**src/rtl/io_controller_if.sv**
```systemverilog
// Bus interface for io_controller: core in/out request port plus UART byte port.
// The controller takes the slave side; the core/UART side (or a bench) takes master.
interface io_controller_if #(
    parameter int RX_DEPTH_LOG2 = 4
);
    logic                     in_issued;
    logic                     out_issued;
    logic [31:0]              out_data;
    logic [31:0]              in_data;
    logic                     in_data_valid;
    logic                     io_stall;
    logic [7:0]               rx_byte;
    logic                     rx_valid;
    logic [7:0]               tx_byte;
    logic                     tx_valid;
    logic                     tx_ready;
    logic                     rx_overflow;
    logic [RX_DEPTH_LOG2:0]   rx_count;

    modport master (
        output in_issued, out_issued, out_data, rx_byte, rx_valid, tx_ready,
        input  in_data, in_data_valid, io_stall, tx_byte, tx_valid, rx_overflow, rx_count
    );

    modport slave (
        input  in_issued, out_issued, out_data, rx_byte, rx_valid, tx_ready,
        output in_data, in_data_valid, io_stall, tx_byte, tx_valid, rx_overflow, rx_count
    );
endinterface

```
**src/rtl/io_controller.sv**
```systemverilog
// io_controller: RX byte -> word FIFO feeding core in requests, TX byte FIFO
// fed by core out requests and drained to the UART under valid/ready.
// Optional macro IO_RX_WORD_EN: when defined, RX bytes are packed four to a
// little-endian word; when undefined, each byte is pushed as {24'b0, byte}.
module io_controller #(
    parameter int RX_DEPTH_LOG2 = 4,
    parameter int TX_DEPTH_LOG2 = 6
) (
    input logic            clk,
    input logic            rst,
    io_controller_if.slave bus
);
    localparam int RX_DEPTH = 1 << RX_DEPTH_LOG2;
    localparam int TX_DEPTH = 1 << TX_DEPTH_LOG2;
    localparam logic [RX_DEPTH_LOG2-1:0] RX_PTR_ONE = RX_DEPTH_LOG2'(1);
    localparam logic [TX_DEPTH_LOG2-1:0] TX_PTR_ONE = TX_DEPTH_LOG2'(1);
    localparam logic [RX_DEPTH_LOG2:0]   RX_CNT_ONE = (RX_DEPTH_LOG2+1)'(1);
    localparam logic [TX_DEPTH_LOG2:0]   TX_CNT_ONE = (TX_DEPTH_LOG2+1)'(1);
    localparam logic [RX_DEPTH_LOG2:0]   RX_FULL    = (RX_DEPTH_LOG2+1)'(RX_DEPTH);
    localparam logic [TX_DEPTH_LOG2:0]   TX_FULL    = (TX_DEPTH_LOG2+1)'(TX_DEPTH);

    logic [31:0]              rx_mem_q [RX_DEPTH];
    logic [RX_DEPTH_LOG2-1:0] rx_wr_ptr_q, rx_wr_ptr_d, rx_rd_ptr_q, rx_rd_ptr_d;
    logic [RX_DEPTH_LOG2:0]   rx_count_q, rx_count_d;
    logic                     rx_overflow_q, rx_overflow_d;
    logic [31:0]              in_data_q, in_data_d;

    logic [7:0]               tx_mem_q [TX_DEPTH];
    logic [TX_DEPTH_LOG2-1:0] tx_wr_ptr_q, tx_wr_ptr_d, tx_rd_ptr_q, tx_rd_ptr_d;
    logic [TX_DEPTH_LOG2:0]   tx_count_q, tx_count_d;

    logic        rx_push_req, rx_push, rx_pop, rx_empty, rx_full;
    logic [31:0] rx_push_word, rx_head;
    logic        tx_push, tx_pop, tx_empty, tx_full;
    logic        in_fire;
    logic        unused_out_hi;

    // only the low byte of an out payload is ever transmitted
    assign unused_out_hi = ^bus.out_data[31:8];

`ifdef IO_RX_WORD_EN
    logic [23:0] pack_q, pack_d;
    logic [1:0]  idx_q, idx_d;

    // collect three bytes in the pack register; the fourth completes the word
    always_comb begin
        pack_d       = pack_q;
        idx_d        = idx_q;
        rx_push_req  = 1'b0;
        rx_push_word = {bus.rx_byte, pack_q};
        if (bus.rx_valid) begin
            idx_d = idx_q + 2'd1;
            case (idx_q)
                2'd0:    pack_d[7:0]   = bus.rx_byte;
                2'd1:    pack_d[15:8]  = bus.rx_byte;
                2'd2:    pack_d[23:16] = bus.rx_byte;
                default: rx_push_req   = 1'b1;
            endcase
        end
    end

    // pack register and lane index
    always_ff @(posedge clk or negedge rst) begin
        if (!rst) begin
            pack_q <= '0;
            idx_q  <= '0;
        end else begin
            pack_q <= pack_d;
            idx_q  <= idx_d;
        end
    end
`else
    // byte mode: every received byte is a word of its own
    always_comb begin
        rx_push_req  = bus.rx_valid;
        rx_push_word = {24'h0, bus.rx_byte};
    end
`endif

    assign rx_empty = (rx_count_q == '0);
    assign rx_full  = (rx_count_q == RX_FULL);
    assign tx_empty = (tx_count_q == '0);
    assign tx_full  = (tx_count_q == TX_FULL);
    assign rx_head  = rx_mem_q[rx_rd_ptr_q];

    // out wins if the core ever raises both requests; the in side then waits
    assign in_fire = bus.in_issued && !bus.out_issued && !rx_empty;
    assign rx_pop  = in_fire;
    // a pop in the same cycle frees a slot, so a full FIFO can still accept
    assign rx_push = rx_push_req && (!rx_full || rx_pop);
    assign tx_push = bus.out_issued && !tx_full;
    assign tx_pop  = !tx_empty && bus.tx_ready;

    assign bus.io_stall      = bus.out_issued ? tx_full : (bus.in_issued && rx_empty);
    assign bus.in_data_valid = in_fire;
    assign bus.in_data       = in_fire ? rx_head : in_data_q;
    assign bus.tx_valid      = !tx_empty;
    assign bus.tx_byte       = tx_empty ? 8'h00 : tx_mem_q[tx_rd_ptr_q];
    assign bus.rx_overflow   = rx_overflow_q;
    assign bus.rx_count      = rx_count_q;

    // next-state for both FIFOs, the sticky overflow flag and the in_data hold
    always_comb begin
        rx_wr_ptr_d   = rx_push ? rx_wr_ptr_q + RX_PTR_ONE : rx_wr_ptr_q;
        rx_rd_ptr_d   = rx_pop  ? rx_rd_ptr_q + RX_PTR_ONE : rx_rd_ptr_q;
        rx_count_d    = rx_count_q;
        case ({rx_push, rx_pop})
            2'b10:   rx_count_d = rx_count_q + RX_CNT_ONE;
            2'b01:   rx_count_d = rx_count_q - RX_CNT_ONE;
            default: rx_count_d = rx_count_q;
        endcase
        rx_overflow_d = rx_overflow_q || (rx_push_req && !rx_push);
        in_data_d     = in_fire ? rx_head : in_data_q;

        tx_wr_ptr_d   = tx_push ? tx_wr_ptr_q + TX_PTR_ONE : tx_wr_ptr_q;
        tx_rd_ptr_d   = tx_pop  ? tx_rd_ptr_q + TX_PTR_ONE : tx_rd_ptr_q;
        tx_count_d    = tx_count_q;
        case ({tx_push, tx_pop})
            2'b10:   tx_count_d = tx_count_q + TX_CNT_ONE;
            2'b01:   tx_count_d = tx_count_q - TX_CNT_ONE;
            default: tx_count_d = tx_count_q;
        endcase
    end

    // control state register
    always_ff @(posedge clk or negedge rst) begin
        if (!rst) begin
            rx_wr_ptr_q   <= '0;
            rx_rd_ptr_q   <= '0;
            rx_count_q    <= '0;
            rx_overflow_q <= 1'b0;
            in_data_q     <= '0;
            tx_wr_ptr_q   <= '0;
            tx_rd_ptr_q   <= '0;
            tx_count_q    <= '0;
        end else begin
            rx_wr_ptr_q   <= rx_wr_ptr_d;
            rx_rd_ptr_q   <= rx_rd_ptr_d;
            rx_count_q    <= rx_count_d;
            rx_overflow_q <= rx_overflow_d;
            in_data_q     <= in_data_d;
            tx_wr_ptr_q   <= tx_wr_ptr_d;
            tx_rd_ptr_q   <= tx_rd_ptr_d;
            tx_count_q    <= tx_count_d;
        end
    end

    // FIFO storage needs no reset; occupancy counters gate every read
    always_ff @(posedge clk) begin
        if (rx_push) rx_mem_q[rx_wr_ptr_q] <= rx_push_word;
        if (tx_push) tx_mem_q[tx_wr_ptr_q] <= bus.out_data[7:0];
    end
endmodule

```
**src/flat_wrapper.sv**
```systemverilog
// flat-port wrapper written by rule: the top's interface ports become plain ports
module io_controller_flat 
#(
    parameter int RX_DEPTH_LOG2 = 4,
    parameter int TX_DEPTH_LOG2 = 6
)
  (clk, rst, bus_in_issued, bus_out_issued, bus_out_data, bus_rx_byte, bus_rx_valid, bus_tx_ready, bus_in_data, bus_in_data_valid, bus_io_stall, bus_tx_byte, bus_tx_valid, bus_rx_overflow, bus_rx_count);
  io_controller_if #(.RX_DEPTH_LOG2(RX_DEPTH_LOG2)) bus_i ();
  input logic clk;
  input logic rst;
  input wire logic [$bits(bus_i.in_issued)-1:0] bus_in_issued;
  input wire logic [$bits(bus_i.out_issued)-1:0] bus_out_issued;
  input wire logic [$bits(bus_i.out_data)-1:0] bus_out_data;
  input wire logic [$bits(bus_i.rx_byte)-1:0] bus_rx_byte;
  input wire logic [$bits(bus_i.rx_valid)-1:0] bus_rx_valid;
  input wire logic [$bits(bus_i.tx_ready)-1:0] bus_tx_ready;
  output wire logic [$bits(bus_i.in_data)-1:0] bus_in_data;
  output wire logic [$bits(bus_i.in_data_valid)-1:0] bus_in_data_valid;
  output wire logic [$bits(bus_i.io_stall)-1:0] bus_io_stall;
  output wire logic [$bits(bus_i.tx_byte)-1:0] bus_tx_byte;
  output wire logic [$bits(bus_i.tx_valid)-1:0] bus_tx_valid;
  output wire logic [$bits(bus_i.rx_overflow)-1:0] bus_rx_overflow;
  output wire logic [$bits(bus_i.rx_count)-1:0] bus_rx_count;
  assign bus_i.in_issued = bus_in_issued;
  assign bus_i.out_issued = bus_out_issued;
  assign bus_i.out_data = bus_out_data;
  assign bus_i.rx_byte = bus_rx_byte;
  assign bus_i.rx_valid = bus_rx_valid;
  assign bus_i.tx_ready = bus_tx_ready;
  assign bus_in_data = bus_i.in_data;
  assign bus_in_data_valid = bus_i.in_data_valid;
  assign bus_io_stall = bus_i.io_stall;
  assign bus_tx_byte = bus_i.tx_byte;
  assign bus_tx_valid = bus_i.tx_valid;
  assign bus_rx_overflow = bus_i.rx_overflow;
  assign bus_rx_count = bus_i.rx_count;
  io_controller #(.RX_DEPTH_LOG2(RX_DEPTH_LOG2), .TX_DEPTH_LOG2(TX_DEPTH_LOG2)) u_core (.clk(clk), .rst(rst), .bus(bus_i));
endmodule
```
**config.mk**
```make
export PLATFORM = sky130hd
export DESIGN_NAME = io_controller_flat
export DESIGN_NICKNAME = d
export VERILOG_FILES = /design/src/rtl/io_controller_if.sv /design/src/rtl/io_controller.sv /design/src/flat_wrapper.sv
export SDC_FILE = /design/constraint.sdc
export NUM_CORES = 1
export LEC_CHECK = 0
export CORE_MARGIN = 4
export CORE_UTILIZATION = 39
export DETAILED_ROUTE_END_ITERATION = 8
export PLACE_DENSITY_LB_ADDON = 0.05
export SLEW_MARGIN = 0
export SYNTH_ARGS = -nofsm -noshare
export SYNTH_HDL_FRONTEND = slang
export SYNTH_SLANG_ARGS = --single-unit
```
**constraint.sdc**
```tcl
create_clock -name clk -period 3.8 [get_ports clk]
set_input_delay 0.57 -clock clk [delete_from_list [all_inputs] [get_ports clk]]
set_output_delay 0.57 -clock clk [all_outputs]
set_load 0.005 [all_outputs]
```
==> metrics <==
status=finished clean; fin nets=around 1700; H-Tree Depth=3; WP depth=9; Most used DFF post-synth=sky130_fd_sc_hd__edfxtp_1; Area contributors post-synth=sky130_fd_sc_hd__edfxtp_1 68%, sky130_fd_sc_hd__mux4_2 10%, sky130_fd_sc_hd__dfrtp_1 5.8%, sky130_fd_sc_hd__mux2i_1 2.8%, sky130_fd_sc_hd__mux4_1 2.2%; normalized max-slew margin=0.2451; proportion of synthesized flip-flops having asynchronous set or reset=0.09220; number of optimization iterations in the first detailed-route pass=5; area added between synthesis and finish=19.61%; worst path buffer plus inverter count=4; die extent in y=between 200 and 300 um; Chip Width=276.3 um; min-delay worst type=flop to flop; Core Area=between 70000 and 80000 um^2; endpoint kind of the worst setup timing path=primary output; number of buffers added by the clock tree synthesis step=78; Commonest cells post-synth=640 x sky130_fd_sc_hd__edfxtp_1, 127 x sky130_fd_sc_hd__mux4_2, 95 x sky130_fd_sc_hd__nor2_1, 79 x sky130_fd_sc_hd__mux2i_1, 65 x sky130_fd_sc_hd__dfrtp_1; global-route wire length before repair=a little over 100000 um; library cell with the highest instance count after synthesis=sky130_fd_sc_hd__edfxtp_1; count of warnings emitted by yosys=0; GPL Wtd Cong=~0.77; number of sinks handled by clock tree synthesis=705; total power divided by cell area=736.9 nW/um^2; start point of the critical path=u_core.tx_rd_ptr_q[0]; Die ar.=~76000 um^2; GRT Total Usage=0.1832; Highest Clock Rate=roughly 0.27 GHz; startpoint-to-endpoint class of the critical path=flop to primary output; final antenna-violating net count=0; number of max-capacitance violations reported=0; Final Slew Violations=0; worst-skew pair later-pin latency=0.61 ns; setup slack of the worst register-to-register path=about 0.64 ns; Rows=between 90 and 100; Filler Cell Count=around 6100; effective utilization at floorplan=0.3934; Pleak=11.58 nW; largest net degree at the start of global routing=65; top cell type by total area after synthesis=sky130_fd_sc_hd__edfxtp_1; clock input transition at the sequential cells of the worst setup and hold paths=0.06 ns; worst hold-check slack=between 0.4 and 0.5 ns; number of antenna violations at the first check in global routing=0; worst setup path end=bus_tx_byte[3]; post-synthesis average cell area=~20 um^2; slew of the pin with the lowest slew margin=~1.1 ns; CTS tree=done; Critical Path Max Stage Delay=just over 0.5 ns; Register-to-Register Path Depth=10; total setup violations reported at the end of the flow=0; cell count after placement=roughly 2500; worst-path cell with the longest stage delay=sky130_fd_sc_hd__dfrtp_4; CP startpoint kind=flop; count of unique library cells instantiated by Yosys=71; via count of the first global-routing pass=14670; final worst path period need=about 3.7 ns; drt first-iter violations=~1000; sum of routed wire length over all layers=69890 um; top cell family by delay on the critical path=buffers and inverters; CP Data Arrival Time=~3.1 ns; sum of net half-perimeters after detailed placement=roughly 43000 um; vias per cell=~5.2; destination of the worst register-to-register timing path=u_core.tx_count_q[5]; Data required, critical path=between 3 and 4 ns; number of hold violations in the final report=0; number of synthesized flops with an enable pin=640; post-DR wirelength/cell=26.28 um; count of input and output buffers=70; Seq/Total Area, Yosys=0.7424; library cell used as clock root buffer=sky130_fd_sc_hd__clkbuf_16; grt total ovfl=0; unrepaired setup endpoints after global routing=no; worst vdd rail ir drop=378.5 uV; remaining routing DRC violations=0; Clock Path Buffers=3; reg-to-reg startpoint=u_core.tx_count_q[2]; final critical-path share of the clock period=0.9746; total power draw=24.75 mW; final antenna diode count=0; Finished Layout Cells=about 2700; share of the synthesized area in the top cell type=0.6845; critical-path maximum fanout=10; Cell Chain, Critical Path=buf_12 -> bufbuf_16 -> nor3_1 -> buf_4 -> a22oi_1 -> nand4_1 -> a21oi_2 -> o2bb2ai_2 -> dlygate4sd2_1; combined area of all synthesized cells=between 20000 and 30000 um^2; synthesized flop and latch total=slightly above 700; Boundary Pins=95; net count after synthesis=1467; number of instances in the synthesized netlist=about 1400; share of final-layout standard cells stronger than drive strength 1=0.2855; setup slack at placement=between 0.2 and 0.3 ns; final worst clock skew=roughly 0.015 ns; vias after detailed routing=roughly 14000; worst path setup slack after routing=about 0.097 ns
[layer usage]
metal,GRT usage,wire [um],part of all wire,vias up
li1,-,-,-,6182
met1,0.2677,32490,0.46,7402
met2,0.2921,33540,0.48,258
met3,0.02423,2181,0.031,102
met4,0.05095,1682,0.024,0
met5,0,0,0,-
[layout by cell type (no fill, tap or decap), types with 5 or more instances in the layout]
master                            Yosys  layout
sky130_fd_sc_hd__inv_1               13      13
sky130_fd_sc_hd__a21oi_1             10       7
sky130_fd_sc_hd__nor2_1              95      89
sky130_fd_sc_hd__buf_4               11     141
sky130_fd_sc_hd__o22ai_1              8       6
sky130_fd_sc_hd__nand2_1             57      56
sky130_fd_sc_hd__nand2_4              6       6
sky130_fd_sc_hd__clkinv_2             0      19
sky130_fd_sc_hd__buf_12               0      10
sky130_fd_sc_hd__inv_6                0       5
sky130_fd_sc_hd__clkinv_1             1      12
sky130_fd_sc_hd__clkbuf_16            0      79
sky130_fd_sc_hd__xor2_1              10      10
sky130_fd_sc_hd__o21ai_0              7       6
sky130_fd_sc_hd__clkdlybuf4s50_1      0      53
sky130_fd_sc_hd__mux2_2               5       5
sky130_fd_sc_hd__buf_2               16      10
sky130_fd_sc_hd__a22oi_1             29      28
sky130_fd_sc_hd__nand4_1             12      12
sky130_fd_sc_hd__mux4_2             127     136
sky130_fd_sc_hd__dfrtp_1             65      61
sky130_fd_sc_hd__mux4_1              24      15
sky130_fd_sc_hd__ha_1                13      13
sky130_fd_sc_hd__mux2i_1             79      72
sky130_fd_sc_hd__edfxtp_1           640     640
sky130_fd_sc_hd__xnor2_1             18      18
sky130_fd_sc_hd__clkbuf_1            23      20
sky130_fd_sc_hd__a21o_1               6       6
sky130_fd_sc_hd__nor3_1               7       7
sky130_fd_sc_hd__buf_16               0       6
sky130_fd_sc_hd__and2_1              26      26
[timing repair]
| item | CTS | global route |
|---|---|---|
| gates cloned | 6 | 0 |
| hold buffers | 1 | 0 |
| hold endpoints to repair | 22 | 0 |
| pin swaps | 7 | 4 |
| setup endpoints to repair | 8 | 4 |
| buffers inserted | 27 | 3 |
| gates resized for setup | 85 | 7 |
[tightest hold or removal path: stages (launching register included)]
cell                      delay [ns]
sky130_fd_sc_hd__dfrtp_1        0.32
sky130_fd_sc_hd__nand2_1        0.05
sky130_fd_sc_hd__nand2_1        0.07
[power by group]
group          switching, mW  internal, mW
sequential             0.481          9.03
clock                   3.00          4.09
combinational           4.23          3.91
total                   7.72          17.0
[worst min path at each step]
stage                        endpoint                 from  cells past startpoint
2_1_floorplan  u_core.bus.rx_count[0]                  rst                      0
3_3_place_gp      u_core.in_data_q[3]  u_core.in_data_q[3]                      2
3_5_place_dp      u_core.in_data_q[2]  u_core.in_data_q[2]                      2
4_1_cts          u_core.in_data_q[23]                  rst                      2
5_1_grt           u_core.in_data_q[0]  u_core.in_data_q[0]                      2
6_report          u_core.in_data_q[0]  u_core.in_data_q[0]                      2
[registers in the layout (all words and copies together), names as in the netlist]
name	flops
u_core.rx_wr_ptr_q	4
u_core.rx_mem_q	128
u_core.tx_rd_ptr_q	6
u_core.tx_wr_ptr_q	6
u_core.tx_count_q	7
u_core.rx_rd_ptr_q	4
u_core.bus.rx_overflow	1
u_core.in_data_q	32
u_core.bus.rx_count	5
u_core.tx_mem_q	512
[cells by family (layout without fill, tap and decap cells)]
| logic type | Yosys count | count (layout) | synth area share |
|---|---|---|---|
| AO/OA/AOI/OAI | 89 | 89 | 0.02366 |
| multiplexers | 236 | 236 | 0.1550 |
| flip-flops | 705 | 705 | 0.7424 |
| adder cells (fa/ha/maj) | 14 | 14 | 0.006506 |
| XOR/XNOR | 28 | 28 | 0.008734 |
| AND/OR/NAND/NOR | 244 | 244 | 0.04421 |
| buffers and inverters | 91 | 393 | 0.01943 |
[stage by stage]
stage | utilization | setup TNS (ns) | instance area (um^2)
final | 0.4706 | 0 | 33580
after detailed placement | 0.4276 | 0 | 30520
after global placement | 0.4276 | 0 | 30520
after global routing | 0.4706 | 0 | 33580
after floorplan | - | 0 | 28080
after CTS | 0.4700 | -0.1164 | 33540
[layout make-up]
class	instances	area, um^2	share of cell area
Sequential cell	705	20860	0.6211
Timing Repair Buffer	237	2248	0.06695
Tap cell	950	1189	0.03539
Clock buffer	102	2093	0.06233
Inverter	14	52.55	0.001565
Multi-Input combinational cell	611	6855	0.2041
Clock inverter	40	286.5	0.008532
Power figures use the tool's default switching activity.
